<file path="src/rtl/regfile_2r1w.sv">
// Register file with two combinational read ports and one synchronous write port.
// After reset a sequential engine zeroes every entry while busy is raised.
module regfile_2r1w #(
  parameter int N        = 5,
  parameter int M        = 32,
  parameter int ZERO_REG = 1,
  parameter int BYPASS   = 1
) (
  input  logic         clk,
  input  logic         rst,
  input  logic         we,
  input  logic [N-1:0] wadr,
  input  logic [M-1:0] din,
  input  logic [N-1:0] radr1,
  output logic [M-1:0] dout1,
  input  logic [N-1:0] radr2,
  output logic [M-1:0] dout2,
  output logic         busy
);
  localparam int NUM_RD = 2;
  localparam int DEPTH  = 1 << N;
  localparam logic [N-1:0] ONE = {{(N-1){1'b0}}, 1'b1};

  typedef enum logic {CLEAR, RUN} state_e;

  state_e         state_q, state_d;
  logic [N-1:0]   clr_cnt_q, clr_cnt_d;
  logic [M-1:0]   mem_q [DEPTH];

  logic           wr_en;
  logic [N-1:0]   wr_adr;
  logic [M-1:0]   wr_dat;

  logic [NUM_RD-1:0][N-1:0] radr_v;
  logic [NUM_RD-1:0][M-1:0] rdat_v;

  assign busy = (state_q == CLEAR);

  always_comb begin
    state_d   = state_q;
    clr_cnt_d = clr_cnt_q;
    if (state_q == CLEAR) begin
      if (&clr_cnt_q) state_d   = RUN;
      else            clr_cnt_d = clr_cnt_q + ONE;
    end
  end

  always_ff @(posedge clk) begin
    if (rst) begin
      state_q   <= CLEAR;
      clr_cnt_q <= '0;
    end else begin
      state_q   <= state_d;
      clr_cnt_q <= clr_cnt_d;
    end
  end

  // The clear engine owns the write port for the whole CLEAR window.
  always_comb begin
    wr_en  = 1'b0;
    wr_adr = wadr;
    wr_dat = din;
    if (!rst) begin
      if (state_q == CLEAR) begin
        wr_en  = 1'b1;
        wr_adr = clr_cnt_q;
        wr_dat = '0;
      end else if (we && !(ZERO_REG != 0 && wadr == '0)) begin
        wr_en  = 1'b1;
      end
    end
  end

  always_ff @(posedge clk) begin
    if (wr_en) mem_q[wr_adr] <= wr_dat;
  end

  assign radr_v = {radr2, radr1};

  for (genvar g = 0; g < NUM_RD; g++) begin : g_rd
    always_comb begin
      rdat_v[g] = mem_q[radr_v[g]];
      if (BYPASS != 0 && we && wadr == radr_v[g]) rdat_v[g] = din;
      if (ZERO_REG != 0 && radr_v[g] == '0)       rdat_v[g] = '0;
      if (busy)                                   rdat_v[g] = '0;
    end
  end

  assign dout1 = rdat_v[0];
  assign dout2 = rdat_v[1];
endmodule

</file>
<file path="config.mk">
export PLATFORM = sky130hd
export DESIGN_NAME = regfile_2r1w
export DESIGN_NICKNAME = d
export VERILOG_FILES = /design/src/rtl/regfile_2r1w.sv
export SDC_FILE = /design/constraint.sdc
export NUM_CORES = 1
export LEC_CHECK = 0
export ABC_CLOCK_PERIOD_IN_PS = 6600
export CORE_MARGIN = 8
export CORE_UTILIZATION = 28
export DETAILED_ROUTE_END_ITERATION = 12
export PLACE_DENSITY_LB_ADDON = 0.15
export SLEW_MARGIN = 15
export SYNTH_ARGS = -nofsm -noshare
export SYNTH_HDL_FRONTEND = slang
export SYNTH_SLANG_ARGS = --single-unit
</file>
<file path="constraint.sdc">
create_clock -name clk -period 6.6 [get_ports clk]
set_clock_uncertainty 0.2 [all_clocks]
set_input_delay 1.32 -clock clk [delete_from_list [all_inputs] [get_ports clk]]
set_output_delay 1.32 -clock clk [all_outputs]
set_load 0.05 [all_outputs]
</file>
---- Yosys cells after proc, flatten, opt, wreduce, memory -nomap -nowiden ----
Memory sizes are Yosys's and may differ from the RTL's.
Index checks and enable logic that the tools add are counted.
cells by class
  $add $sub $neg .......................... 1
  equality and inequality tests ........... 2
  mux-type cells .......................... 17
  bitwise operators ....................... 2
  reductions and logical operators ........ 9
operators by type and width
  operator                                      number
  2-to-1 mux 32 bit                             8
  zero test 5 bit                               3
  == test 5 bit                                 2
  2-to-1 mux 5 bit                              2
  2-to-1 mux 1 bit                              7
  adder 5 x 1 -> 5 bit (second input constant)  1
  AND reduction 5 bit                           1
  logical AND 1 bit                             3
  inverter 1 bit                                2
  AND reduction 2 bit                           1
  zero test 1 bit                               1
storage, ports and cells
  bits in registers ....................... 6
  RAM bits ................................ 1024
  input bits .............................. 50
  output and inout bits ................... 65
  word-level logic and storage cells ...... 34
  memories ................................ 1
memories
  memory  depth  bits a word  read ports  clocked after memory_dff  write ports  RTL line  text
  mem_q   32     32           2           0                         1            28        logic [M-1:0] mem_q [DEPTH];

---- Depth between registers and ports, before layout ----
Gate-level depths: netlist of the first run.
  word-level depth ........................ 8
  depth in mapped cells ................... 9
  depth with buffers taken out ............ 7

---- Worst setup path after synthesis of the first run ----
OpenSTA, ideal clock, no wires.
  path type ............................... in2out
  start point ............................. in radr2[2]
  end point ............................... out dout2[28]
  arrival ................................. 3.393 ns
  required time ........................... 5.080 ns
  slack ................................... 1.687 ns
  stages .................................. 7
  path buffers ............................ 4
  path through ............................ buf_2 buf_2 clkbuf_1 clkbuf_1 and2_1 o221ai_1 a31oi_1
between the ends
  longest elaborated chain between the ends .. 5
  elaborated cells on any way between the ends .. 7
  classes of those cells .................. 1 x eq/ne; 3 x mux; 2 x reduce/logical; 1 x memory
ends and longest elaborated chain
  item                                                               RTL line  text
  from (decl)                                                        16        input logic [N-1:0] radr2,
  branches (longest 3 deep; another with memory read (32 x 32 bit))  -
  2-to-1 mux 32 bit (*)                                              84        if (ZERO_REG != 0 && radr_v[g] == '0) rdat_v[g] = '0;
  2-to-1 mux 32 bit (*)                                              85        if (busy) rdat_v[g] = '0;
  to (decl)                                                          17        output logic [M-1:0] dout2,
Every way passes the cells marked *.

---- Worst setup path after layout of the first run ----
  start point ............................. in radr2[0]
  end point ............................... out dout2[13]
The elaborated chain is that of the path after synthesis.

==> out/results.txt, run 1 <==
Global route total overflow - 0
Total CTS buffers - 112
Maximum vdd drop - 0.193 mV
Synth area leaders - edfxtp_1 63%, mux4_2 15%, mux2i_1 8.4%, o221ai_1 1.3%, o21ai_0 1.2%
Tmin final - 6.19 ns
Starting Density - 0.282
Asr flop ratio synth - 0
CTS sink cnt - 1,030
H-tree depth - 3
Iter 0 DRT Violations - 3,075
Clk pin slew, worst setup/hold paths - 0.06 ns
Worst Hold Launch - clr_cnt_q[4]
Hold crit path type - flip-flop to flip-flop
PD cells - 253 mW/mm^2
Die Ht - 435 um
Sequential area share after synthesis - 0.629
Crit path max fanout - 30
Initial antenna violation count - 4
Area of the mapped netlist - 0.0491 sq mm
Synth Flop Type - edfxtp_1
CP endpoint kind - output pin
Vias - 30,500
TritonCTS clock tree - done
IO Pins - 115
Slew Limit Fails - 0
Synth cell types - 49
Pwr Total - 14,800 uW
Final HPWL DP - 118,000 um
TNS Setup - 0 ns
Slew Limit Headroom - 0.220
Max-cap viol count - 0
Worst skew pair latency - 0.73 ns
Worst r2r dst - mem_q[2][24]
WHS Path Cells - 2
Status - completed
Area taken by multi-input logic gates - 0.0174 sq mm
RePlAce Congestion - 0.819
DR WL/cell - 35.3 um
Register Area - 0.0309 sq mm
Post-synthesis average cell area - 17.3 sq um
Reg2reg setup slack - 3.00 ns
First-pass GRT wire length - 265,000 um
Setup violators final - 0
RSZ-0062 raised after global routing - false
Critical Path AT - 4.67 ns
Critical path class - input pin to output pin
CTS root buffer - clkbuf_16
Post-synthesis register bit count - 1,030
# resized after CTS - 0
Synthesized Nets - 2,894
DRT Pass-1 Iters - 5
Largest net degree at the start of global routing - 61
GRT Total Usage - 0.196
Measured slew at the worst slew-check pin - 1.17 ns
Part of the cycle the worst path needs - 0.938
Via-to-Cell Ratio - 5.60
Hold Path End - clr_cnt_q[4]
Drt total wl - 192,000 um
Die Wd - 435 um
Die area - 0.189 sq mm
Number of global-route vias before repair - 32,100
DRC viols - 0
Yosys synthesis warning count - 0
EDFF count, synth - 1,024
Post-Place Cell Area - 0.0548 sq mm
Share of cells above drive strength 1 - 0.281
Final Cell Area - 0.0584 sq mm
Post-CTS setup buffer count - 0
Worst setup SP type - input pin
Core ar. - 0.174 sq mm
Std cell rows - 153
# fillers - 16,500
Clock Tree Buf Depth - 3
Area grow syn2layout - 18.9%
RR Startpoint - state_q
Leakage - 0.0190 uW
NumNets Final - 3,081
Post-synth top area share - 0.626
CTS hold repair buffers - 0
Hold slack - 0.371 ns
Port Buf Inserts - 114
DRT antenna net count - 0
Gate Count Post-Synth - 2,842
Final hold viol count - 0
Reg2reg path depth - 5
Cell taking the most area after synthesis - edfxtp_1
Achievable Freq - 161 MHz
Required time of the worst setup path - 5.08 ns
-- critical path: stages --
cell and delay (ns):
buf_8 0.43, buf_12 0.34, buf_4 0.36, nor3_1 0.16, nor2_4 0.76, o21ai_0 0.22, a31oi_1 0.68, buf_4 0.33
-- stage by stage --
step	setup WS, ns	utilization	instances
after floorplan	1.69	-	2842
after global placement	0.0423	0.315	5240
after detailed placement	0.419	0.315	5240
after CTS	0.385	0.335	5448
after global routing	0.325	0.336	5449
final	0.406	0.336	5449
-- area by class of cell --
cell class                 instances  share of cell area
antenna                            1           0.0000428
clock buffer                     138              0.0504
clock inverter                    70             0.00968
inverter                           2            0.000129
multi-input combinational       1566               0.298
sequential                      1030               0.529
tap                             2325              0.0498
timing repair buffer             317              0.0637
-- worst max path at each step --
stage / from / end / slack (ns) / cells after the start
finish: radr2[0] / dout2[13] / 0.41 / 8
global route: radr2[0] / dout2[10] / 0.32 / 8
CTS: radr1[0] / dout1[22] / 0.39 / 9
detailed placement: radr1[0] / dout1[22] / 0.42 / 9
global placement: radr1[0] / dout1[22] / 0.04 / 9
floorplan: radr2[2] / dout2[28] / 1.69 / 7
-- cell families after synthesis --
family,synth area share
compound gates,0.0746
flops,0.629
fa+ha+maj,0.000509
buf+inv,0.0276
mux,0.241
xor+xnor,0.00232
simple gates,0.0258
-- where the power goes --
group | total [uW] | internal [uW] | switching (uW)
clock | 6130 | 3430 | 2700
sequential | 7280 | 7260 | 25.1
combinational | 1370 | 500 | 867
-- cells in the final DEF, fill, tap and decap left out, types with 7 or more instances in the layout --
cell type and instances:
a211o_1 15, a221oi_1 7, a22o_1 28, a22oi_1 62, a31oi_1 88, a41oi_1 25
and2_1 21, buf_12 97, buf_4 173, bufinv_16 7, clkbuf_1 24, clkbuf_16 114
clkdlybuf4s50_1 40, clkinv_1 24, clkinv_2 29, edfxtp_1 1024, mux2_2 41, mux2i_1 414
mux4_2 320, nand2_1 54, nand3_1 15, nor2_1 11, nor2_4 40, nor2b_1 46
nor2b_2 12, nor2b_4 15, o21a_1 7, o21ai_0 115, o221ai_1 71, o22ai_1 86
xor2_1 10
-- Yosys cell counts (49+ instances only) --
cell type and n:
edfxtp_1 1024, mux2i_1 414, mux4_2 320, clkbuf_1 120, o21ai_0 115, a31oi_1 88
o22ai_1 86, nor2b_1 73, o221ai_1 71, a22oi_1 62, nand2_1 55, nor2_1 49
-- layer usage --
layer | global-route usage | vias up | part of all wire
met4 | 0.0773 | 0 | 0.046
met5 | 0 | - | 0
met2 | 0.328 | 1195 | 0.48
met3 | 0.0270 | 325 | 0.054
li1 | - | 12400 | -
met1 | 0.259 | 16600 | 0.42
-- state kept, by name, indices dropped and copies added, names as in the netlist --
| name | cells |
|---|---|
| state_q | 1 |
| clr_cnt_q | 5 |
| mem_q | 1024 |
(Power assumes the default switching activity.)
==> run 2, diff against run 1 <==
- PLACE_DENSITY: not set -> 0.4
- PLACE_DENSITY_LB_ADDON: 0.15 -> not set
==> run 2 against run 1 <==
Against the previous run:
- total power is 3.2% higher
- die area stayed put
- sequential cell count unchanged
- cell count shrank 0.13%
- maximum frequency increased by 3.3%
- critical path type unchanged
- largest cell class unchanged
==> out/results.txt, run 2 (synthesis results as in run 1) <==
Status - completed
H-tree depth - 3
Seq pwr share - 0.478
Hold slack - 0.392 ns
Total CTS buffers - 118
Via-to-Cell Ratio - 5.52
Clock Tree Buf Depth - 3
DRT Pass-1 Iters - 5
DR WL/cell - 35.0 um
Core ar. - 0.174 sq mm
Vias - 30,000
Achievable Freq - 167 MHz
Clk pwr share - 0.432
Hold crit path type - flip-flop to flip-flop
Final Non-Filler Cells - 5,442
CTS sink cnt - 1,030
DRT antenna net count - 0
Critical path class - input pin to output pin
# fillers - 16,500
P_sw - 3630 uW
Placed cells - 5,219
Hold Path End - clr_cnt_q[4]
Starting Density - 0.282
DRC viols - 0
Internal power - 11,600 uW
RePlAce Congestion - 0.812
IO Pins - 115
Die area - 0.189 sq mm
Combinational share of power - 0.090
Post-CTS setup buffer count - 0
Critical Path AT - 4.48 ns
Most frequent cells in the layout - 1,024 x edfxtp_1, 414 x mux2i_1, 320 x mux4_2
Drt total wl - 190,000 um
Slew Limit Headroom - 0.183
PD cells - 260 mW/mm^2
CTS hold repair buffers - 0
Maximum vdd drop - 0.219 mV
Max FFs per register - 1,024
First-pass GRT wire length - 262,000 um
Clk pin slew, worst setup/hold paths - 0.05 ns
Regs by FF count - mem_q: 1024 flops, clr_cnt_q: 5 flops, state_q: 1 flops
CP endpoint kind - output pin
# resized after CTS - 0
Number of global-route vias before repair - 31,400
WHS Path Cells - 2
CTS root buffer - clkbuf_16
NumNets Final - 3,067
Worst skew pair latency - 0.72 ns
Worst r2r dst - mem_q[31][30]
Final core utilization - 0.337
Reg2reg path depth - 6
Sw Share - 0.238
Initial antenna violation count - 10
TNS Setup - 0 ns
Part of the cycle the worst path needs - 0.908
Required time of the worst setup path - 5.08 ns
Die Ht - 435 um
RR Startpoint - state_q
Setup violators final - 0
Largest Register - mem_q
Worst Hold Launch - clr_cnt_q[4]
RSZ-0062 raised after global routing - false
Most common cell after layout, fill and taps aside - edfxtp_1
Std cell rows - 153
Pwr Total - 15,200 uW
Final HPWL DP - 118,000 um
Global route total overflow - 0
Crit path max fanout - 48
Slew Limit Fails - 0
Iter 0 DRT Violations - 3,028
GRT Total Usage - 0.194
Die Wd - 435 um
Max-cap viol count - 0
Final hold viol count - 0
TritonCTS clock tree - done
Tmin final - 6.00 ns
Worst setup SP type - input pin
Port Buf Inserts - 114
Measured slew at the worst slew-check pin - 1.22 ns
Reg2reg setup slack - 2.90 ns
Largest net degree at the start of global routing - 80
Area grow syn2layout - 19.2%
Share of cells above drive strength 1 - 0.279
Leakage - 0.0191 uW
## run 2: power by group through the flow
stage	Clock (uW)	Sequential, uW	Combinational (uW)
final	6590	7290	1370
after global routing	6970	7290	1430
after CTS	6740	7290	1380
after detailed placement	0	7430	1370
after global placement	0	7420	1370
after floorplan	0	7420	781
## run 2: how the worst max path moves through the flow
stage	start	to	slack, ns	cells after the start
CTS	wadr[3]	dout1[13]	0.59	7
floorplan	radr2[2]	dout2[28]	1.69	7
detailed placement	wadr[3]	dout1[13]	0.61	7
finish	wadr[3]	dout1[13]	0.60	7
global placement	wadr[3]	dout2[31]	0.57	9
global route	wadr[3]	dout1[13]	0.57	7
## run 2: layout make-up
cell class,instances,area (sq um),share of cell area
clock buffers,152,3120,0.0533
flip-flops and latches,1030,30900,0.527
repair buffers,297,3500,0.0597
clock inverters,66,702,0.0120
inverters,2,7.51,0.000128
multi-input cells,1566,17400,0.298
well taps,2325,2910,0.0497
diodes,4,10.0,0.000171
## run 2: per-layer routing
| layer | track usage | wire length (um) | part of all wire |
|---|---|---|---|
| met1 | 0.256 | 80800 | 0.42 |
| met2 | 0.327 | 92600 | 0.49 |
| met3 | 0.0247 | 8650 | 0.045 |
| met4 | 0.0736 | 8190 | 0.043 |
| met5 | 0 | 7 | 0.000037 |
## run 2: critical path, cell delays in order
cell and delay [ns]:
clkdlybuf4s50_1 0.56, xor2_1 0.21, nor4_1 0.55, nand3_4 0.37
buf_4 0.43, a41oi_1 0.72, buf_12 0.22
## run 2: stage by stage
stage | setup slack, ns | area [sq um]
finish | 0.605 | 58600
floorplan | 1.69 | 49100
global route | 0.566 | 58600
detailed placement | 0.611 | 54600
global placement | 0.571 | 54600
CTS | 0.588 | 58400
